**src/rtl/if_stage_fetch.sv**
```systemverilog
// Instruction fetch: PC, imem req/ack handshake, one-entry skid, IF/ID register. MISALIGN_TRAP_EN adds the misaligned-redirect trap.
// Latency: ack to if_valid is 1 cycle; one instruction per cycle with ack every cycle and no stall.
// Backpressure: stall freezes the output register; a word acked under stall parks in the skid and fetching pauses.
module if_stage_fetch #(
    parameter logic [31:0] RESET_PC  = 32'h0000_0000,
    parameter logic [31:0] NOP_INSTR = 32'h0000_0000
) (
    input  logic        clk,
    input  logic        rst,
    output logic        imem_req,
    output logic [31:0] imem_addr,
    input  logic        imem_ack,
    input  logic [31:0] imem_rdata,
    input  logic        stall,
    input  logic        redirect,
    input  logic [31:0] redirect_pc,
    output logic        if_valid,
    output logic [31:0] if_instr,
    output logic [5:0]  if_opcode,
    output logic [31:0] if_pc,
    output logic [31:0] if_pc_plus4,
    output logic        fetch_err
);

    typedef enum logic [1:0] {S_REQ, S_HOLD, S_DROP} state_t;

    state_t      state, state_nxt;
    logic [31:0] pc, pc_nxt;
    logic [31:0] drop_addr, drop_addr_nxt;
    logic [31:0] skid_instr, skid_instr_nxt, skid_pc, skid_pc_nxt;
    logic        out_vld_nxt;
    logic [31:0] out_instr_nxt, out_pc_nxt;
    logic        out_free, fetch_ok;
    logic [31:0] redir_pc_al;
    logic        lock;

`ifdef MISALIGN_TRAP_EN
    // lock blocks new fetches from a misaligned redirect until an aligned one arrives
    logic err_q;
    always_ff @(posedge clk) begin
        if (rst) begin
            lock  <= 1'b0;
            err_q <= 1'b0;
        end else if (redirect) begin
            lock  <= |redirect_pc[1:0];
            err_q <= err_q | (|redirect_pc[1:0]);
        end
    end
    assign fetch_err = err_q;
`else
    assign lock      = 1'b0;
    assign fetch_err = 1'b0;
`endif

    assign redir_pc_al = redirect_pc & 32'hFFFF_FFFC;
    assign out_free    = !if_valid || !stall;
    assign fetch_ok    = (state == S_REQ) && !lock;
    // S_DROP must keep presenting the abandoned address until its ack returns
    assign imem_req    = !rst && (fetch_ok || (state == S_DROP));
    assign imem_addr   = (state == S_DROP) ? drop_addr : pc;
    assign if_opcode   = if_instr[31:26];
    assign if_pc_plus4 = if_pc + 32'd4;

    always_comb begin
        state_nxt      = state;
        pc_nxt         = pc;
        drop_addr_nxt  = drop_addr;
        skid_instr_nxt = skid_instr;
        skid_pc_nxt    = skid_pc;
        out_vld_nxt    = if_valid;
        out_instr_nxt  = if_instr;
        out_pc_nxt     = if_pc;
        if (if_valid && !stall) begin
            out_vld_nxt   = 1'b0;
            out_instr_nxt = NOP_INSTR;
        end
        if (redirect) begin
            pc_nxt        = redir_pc_al;
            out_vld_nxt   = 1'b0;
            out_instr_nxt = NOP_INSTR;
            case (state)
                S_REQ: begin
                    if (fetch_ok && !imem_ack) begin
                        state_nxt     = S_DROP;
                        drop_addr_nxt = pc;
                    end
                end
                S_HOLD:  state_nxt = S_REQ;
                default: state_nxt = state;
            endcase
        end else begin
            case (state)
                S_REQ: begin
                    if (fetch_ok && imem_ack) begin
                        pc_nxt = pc + 32'd4;
                        if (out_free) begin
                            out_vld_nxt   = 1'b1;
                            out_instr_nxt = imem_rdata;
                            out_pc_nxt    = pc;
                        end else begin
                            skid_instr_nxt = imem_rdata;
                            skid_pc_nxt    = pc;
                            state_nxt      = S_HOLD;
                        end
                    end
                end
                S_HOLD: begin
                    if (!stall) begin
                        out_vld_nxt   = 1'b1;
                        out_instr_nxt = skid_instr;
                        out_pc_nxt    = skid_pc;
                        state_nxt     = S_REQ;
                    end
                end
                S_DROP: begin
                    if (imem_ack) state_nxt = S_REQ;
                end
                default: state_nxt = S_REQ;
            endcase
        end
    end

    always_ff @(posedge clk) begin
        if (rst) begin
            state      <= S_REQ;
            pc         <= RESET_PC;
            drop_addr  <= RESET_PC;
            skid_instr <= NOP_INSTR;
            skid_pc    <= RESET_PC;
            if_valid   <= 1'b0;
            if_instr   <= NOP_INSTR;
            if_pc      <= RESET_PC;
        end else begin
            state      <= state_nxt;
            pc         <= pc_nxt;
            drop_addr  <= drop_addr_nxt;
            skid_instr <= skid_instr_nxt;
            skid_pc    <= skid_pc_nxt;
            if_valid   <= out_vld_nxt;
            if_instr   <= out_instr_nxt;
            if_pc      <= out_pc_nxt;
        end
    end

endmodule
```
**config.mk**
```make
export PLATFORM = sky130hd
export DESIGN_NAME = if_stage_fetch
export DESIGN_NICKNAME = d
export VERILOG_FILES = /design/src/rtl/if_stage_fetch.sv
export SDC_FILE = /design/constraint.sdc
export NUM_CORES = 1
export LEC_CHECK = 0
export ABC_AREA = 1
export ABC_CLOCK_PERIOD_IN_PS = 2300
export BUFFER_PORTS_ARGS = -buffer_cell sky130_fd_sc_hd__buf_4
export CORE_MARGIN = 1
export CORE_UTILIZATION = 38
export DETAILED_ROUTE_END_ITERATION = 8
export SYNTH_ARGS = -nofsm -noshare
export SYNTH_HDL_FRONTEND = slang
export SYNTH_SLANG_ARGS = --single-unit
```
**constraint.sdc**
```tcl
create_clock -name clk -period 2.3 [get_ports clk]
set_input_delay 0.46 -clock clk [delete_from_list [all_inputs] [get_ports clk]]
set_output_delay 0.46 -clock clk [all_outputs]
set_load 0.005 [all_outputs]
```
==> flow_summary.toml <==
[detailed_routing]
detail_route.wirelength.met1_um = 14100
drt_first_iter_violations = 1058
met2_length_um = 12500
route.detailed.vias_per_inst = 5.05
highest_layer = "met4"
route.detailed.drc = 0
number_of_optimization_iterations_in_the_first_detailed_route_pass = 5
post_drt_wl_per_cell_um = 15.0
routed_wirelength_um = 28600
routed-via-count = 9610
final_antenna_net_count = 0
wl_met3_um = 1640

[worst_setup_path]
critical_path.max_fanout = 2
critical_path_arrival_ns = 1.87
setup.worst_path.end_class = "primary output"
worst-endpoint-required_ns = 1.84
worst-r2r-setup-slack_ns = 0.29
timing.critical_path.from = "if_pc[3]"
worst-setup-path-type = "flip-flop to primary output"
reg2reg_from = "state[1]"
start_kind = "flip-flop"

[synthesis]
cell_type_with_the_largest_total_area_after_synthesis = "sky130_fd_sc_hd__dfxtp_1"
synthMostInstantiatedCell = "sky130_fd_sc_hd__nand2_1"
ys_seq_area_frac = 0.390
syn_avg_cell_area_sq_um = 6.91
netlist_top_cells_count = "255 x sky130_fd_sc_hd__nand2_1, 187 x sky130_fd_sc_hd__dfxtp_1, 164 x sky130_fd_sc_hd__inv_1"
ys_top_cells_by_area = "sky130_fd_sc_hd__dfxtp_1 39%, sky130_fd_sc_hd__nand2_1 10%, sky130_fd_sc_hd__o21ai_0 8.5%, sky130_fd_sc_hd__a21oi_1 6.8%, sky130_fd_sc_hd__inv_1 6.4%"
synth_flop_cell = "sky130_fd_sc_hd__dfxtp_1"
synth_register_bits = 187
cell_count_after_synthesis = 1390
synth_enable_flop_cells = 0
syn-cell-area_sq_um = 9610
synth.top_cell.area_share = 0.390
synth-warning-count = 0
synth_cell_types = 42
async_flop_share = 0

[global_route]
antenna_found_initial = 0
first_global_vias = 8688
grt_overflow = 0
grt_first_pass_wirelength_um = 45700
grt_max_degree = 97
grt_util_all_layers = 0.220

[finish]
fillCellCount = 2496
stdcell_area_sq_um = 12400
post_layout_net_count = 1638
num_antenna_cells = 0
layout_stage_area_growth_over_the_synthesis_result_pct = 28.5
drive_above_1_share = 0.259

[placed_design]
dp_hpwl_um = 20200
pre_cts_slack_ns = 0.124
post_dp_cell_area_sq_um = 11300
final_estimated_routing_congestion_in_global_placement = 0.890
place.port_buffers = 196

[timing]
timing.final.crit_period_ns = 2.33
setup_total_negative_slack_ns = -0.0258
timing.max_slew.rel_slack = 0.609
max_freq_ghz = 0.430
finalClockSkew_ns = 0.0183
setup_violation_total_in_the_final_timing_report = 1
slew_viol_final = 0
final.setup.worst_slack_ns = -0.0258
worst-slew-pin-transition_ns = 0.586
rsz0062_at_grt = "true"
final_hold_violating_endpoints = 0
timing.final.crit_share = 1.01

[cts]
cts_clock_pin_slew_for_the_worst_setup_and_hold_paths_ns = 0.07
number_of_h_tree_levels = 4
cts_made_buffers = 17
cts.sinks = 187
cts-hold-fix-buffers = 0
cts_buffer_depth = 2
clock_latency_reported_for_the_late_side_of_the_worst_skew_pair_ns = 0.44
ctsRootBufferMaster = "sky130_fd_sc_hd__clkbuf_16"
cts_tree = "yes"

[floorplan]
initial_core_utilization = 0.392
fp.coreArea_sq_um = 24500
die_area_sq_um = 25900
die_w_um = 161
io_pins = 206
chipHeight_um = 161
rows = 57

[power]
clock_share_of_power = 0.380
p_int_mw = 5.53
power_frac_seq = 0.464
power.static_leakage_nw = 5.16
powerDensity_nw_per_um2 = 623
comb_power_share = 0.156
switching_share = 0.281
p_switching_mw = 2.16
irDropWorstVdd_mv = 0.558
power_mw = 7.69

[hold_path]
hold_start = "imem_rdata[3]"
hold_class = "input port to flip-flop"

[run]
cap_viol_max_count = 0

[status]
violations = "negative setup slack"
status = "finished with violations"
## final cells by class
type | instances | area, sq um | area share
clock buffer | 17 | 425 | 0.0344
multi-input combinational | 942 | 5000 | 0.405
tap | 324 | 405 | 0.0328
clock inverter | 14 | 145 | 0.0118
inverter | 177 | 679 | 0.0550
timing repair buffer | 242 | 1890 | 0.153
sequential | 187 | 3800 | 0.308
## power by group through the flow
stage | registers (mW) | clock network (mW) | logic, mW
2_1_floorplan | 3.58 | 0 | 0.642
3_3_place_gp | 3.62 | 0 | 1.15
3_5_place_dp | 3.62 | 0 | 1.16
4_1_cts | 3.56 | 3.00 | 1.18
5_1_grt | 3.59 | 3.14 | 1.33
6_report | 3.57 | 2.92 | 1.20
## sequential cells by signal, summed over array words and instances, names as in the netlist
signal and count:
if_instr 32, skid_instr 32, drop_addr 30, if_pc 30, pc 30, skid_pc 30
state 2, if_valid 1
## routing by layer
layer	vias up	GRT usage
li1	4867	-
met1	4415	0.321
met2	298	0.332
met3	30	0.0339
met4	0	0.0617
met5	-	0
## layout by cell type (no fill, tap or decap), drive strengths merged, types with 14 or more instances in the layout
master,netlist,layout
nand2,263,263
inv,175,179
a31oi,19,19
nor2,133,133
xor2,30,30
a21oi,149,149
o21ai,227,227
clkbuf,45,17
nand4,14,14
nand3,48,48
dfxtp,187,187
a211oi,15,15
buf,45,242
## path summary, 6_finish.rpt
path | end | depth (start not counted)
setup / recovery | if_pc_plus4[22] | 10
hold / removal | skid_instr[3] | 3
setup reg to reg | if_pc[6] | 9
hold reg to reg | drop_addr[11] | 2
## through the flow
step / hold slack, ns / util / std cells
floorplan: 0.425 / - / 1396
detailed placement: 0.438 / 0.460 / 1854
finish: 0.253 / 0.503 / 1903
CTS: 0.245 / 0.492 / 1891
global placement: 0.433 / 0.460 / 1854
global route: 0.251 / 0.503 / 1903
## worst max-delay path, cell delays in order (launching register included)
cell and delay (ns):
sky130_fd_sc_hd__dfxtp_2 0.36, sky130_fd_sc_hd__ha_4 0.15, sky130_fd_sc_hd__nand2_4 0.07, sky130_fd_sc_hd__nor3_4 0.16
sky130_fd_sc_hd__nand2_2 0.09, sky130_fd_sc_hd__inv_2 0.09, sky130_fd_sc_hd__nand2_4 0.07, sky130_fd_sc_hd__nor2_4 0.11
sky130_fd_sc_hd__nand2_2 0.06, sky130_fd_sc_hd__xor2_1 0.15, sky130_fd_sc_hd__buf_4 0.13
## repair_timing
| action | in CTS | in global routing |
|---|---|---|
| setup buffers | 6 | 14 |
| pin swaps | 8 | 24 |
| gates resized for setup | 46 | 67 |
| endpoints found under the setup margin | 16 | 21 |
## cells by family after synthesis
logic type,synth area share
other,0.000390
adders and majority gates,0.00260
xor gates and xnor gates,0.0328
DFF,0.390
AOI/OAI and AO/OA,0.245
and+or+nand+nor,0.209
buffers and inverters,0.121
(Power assumes the default switching activity.)
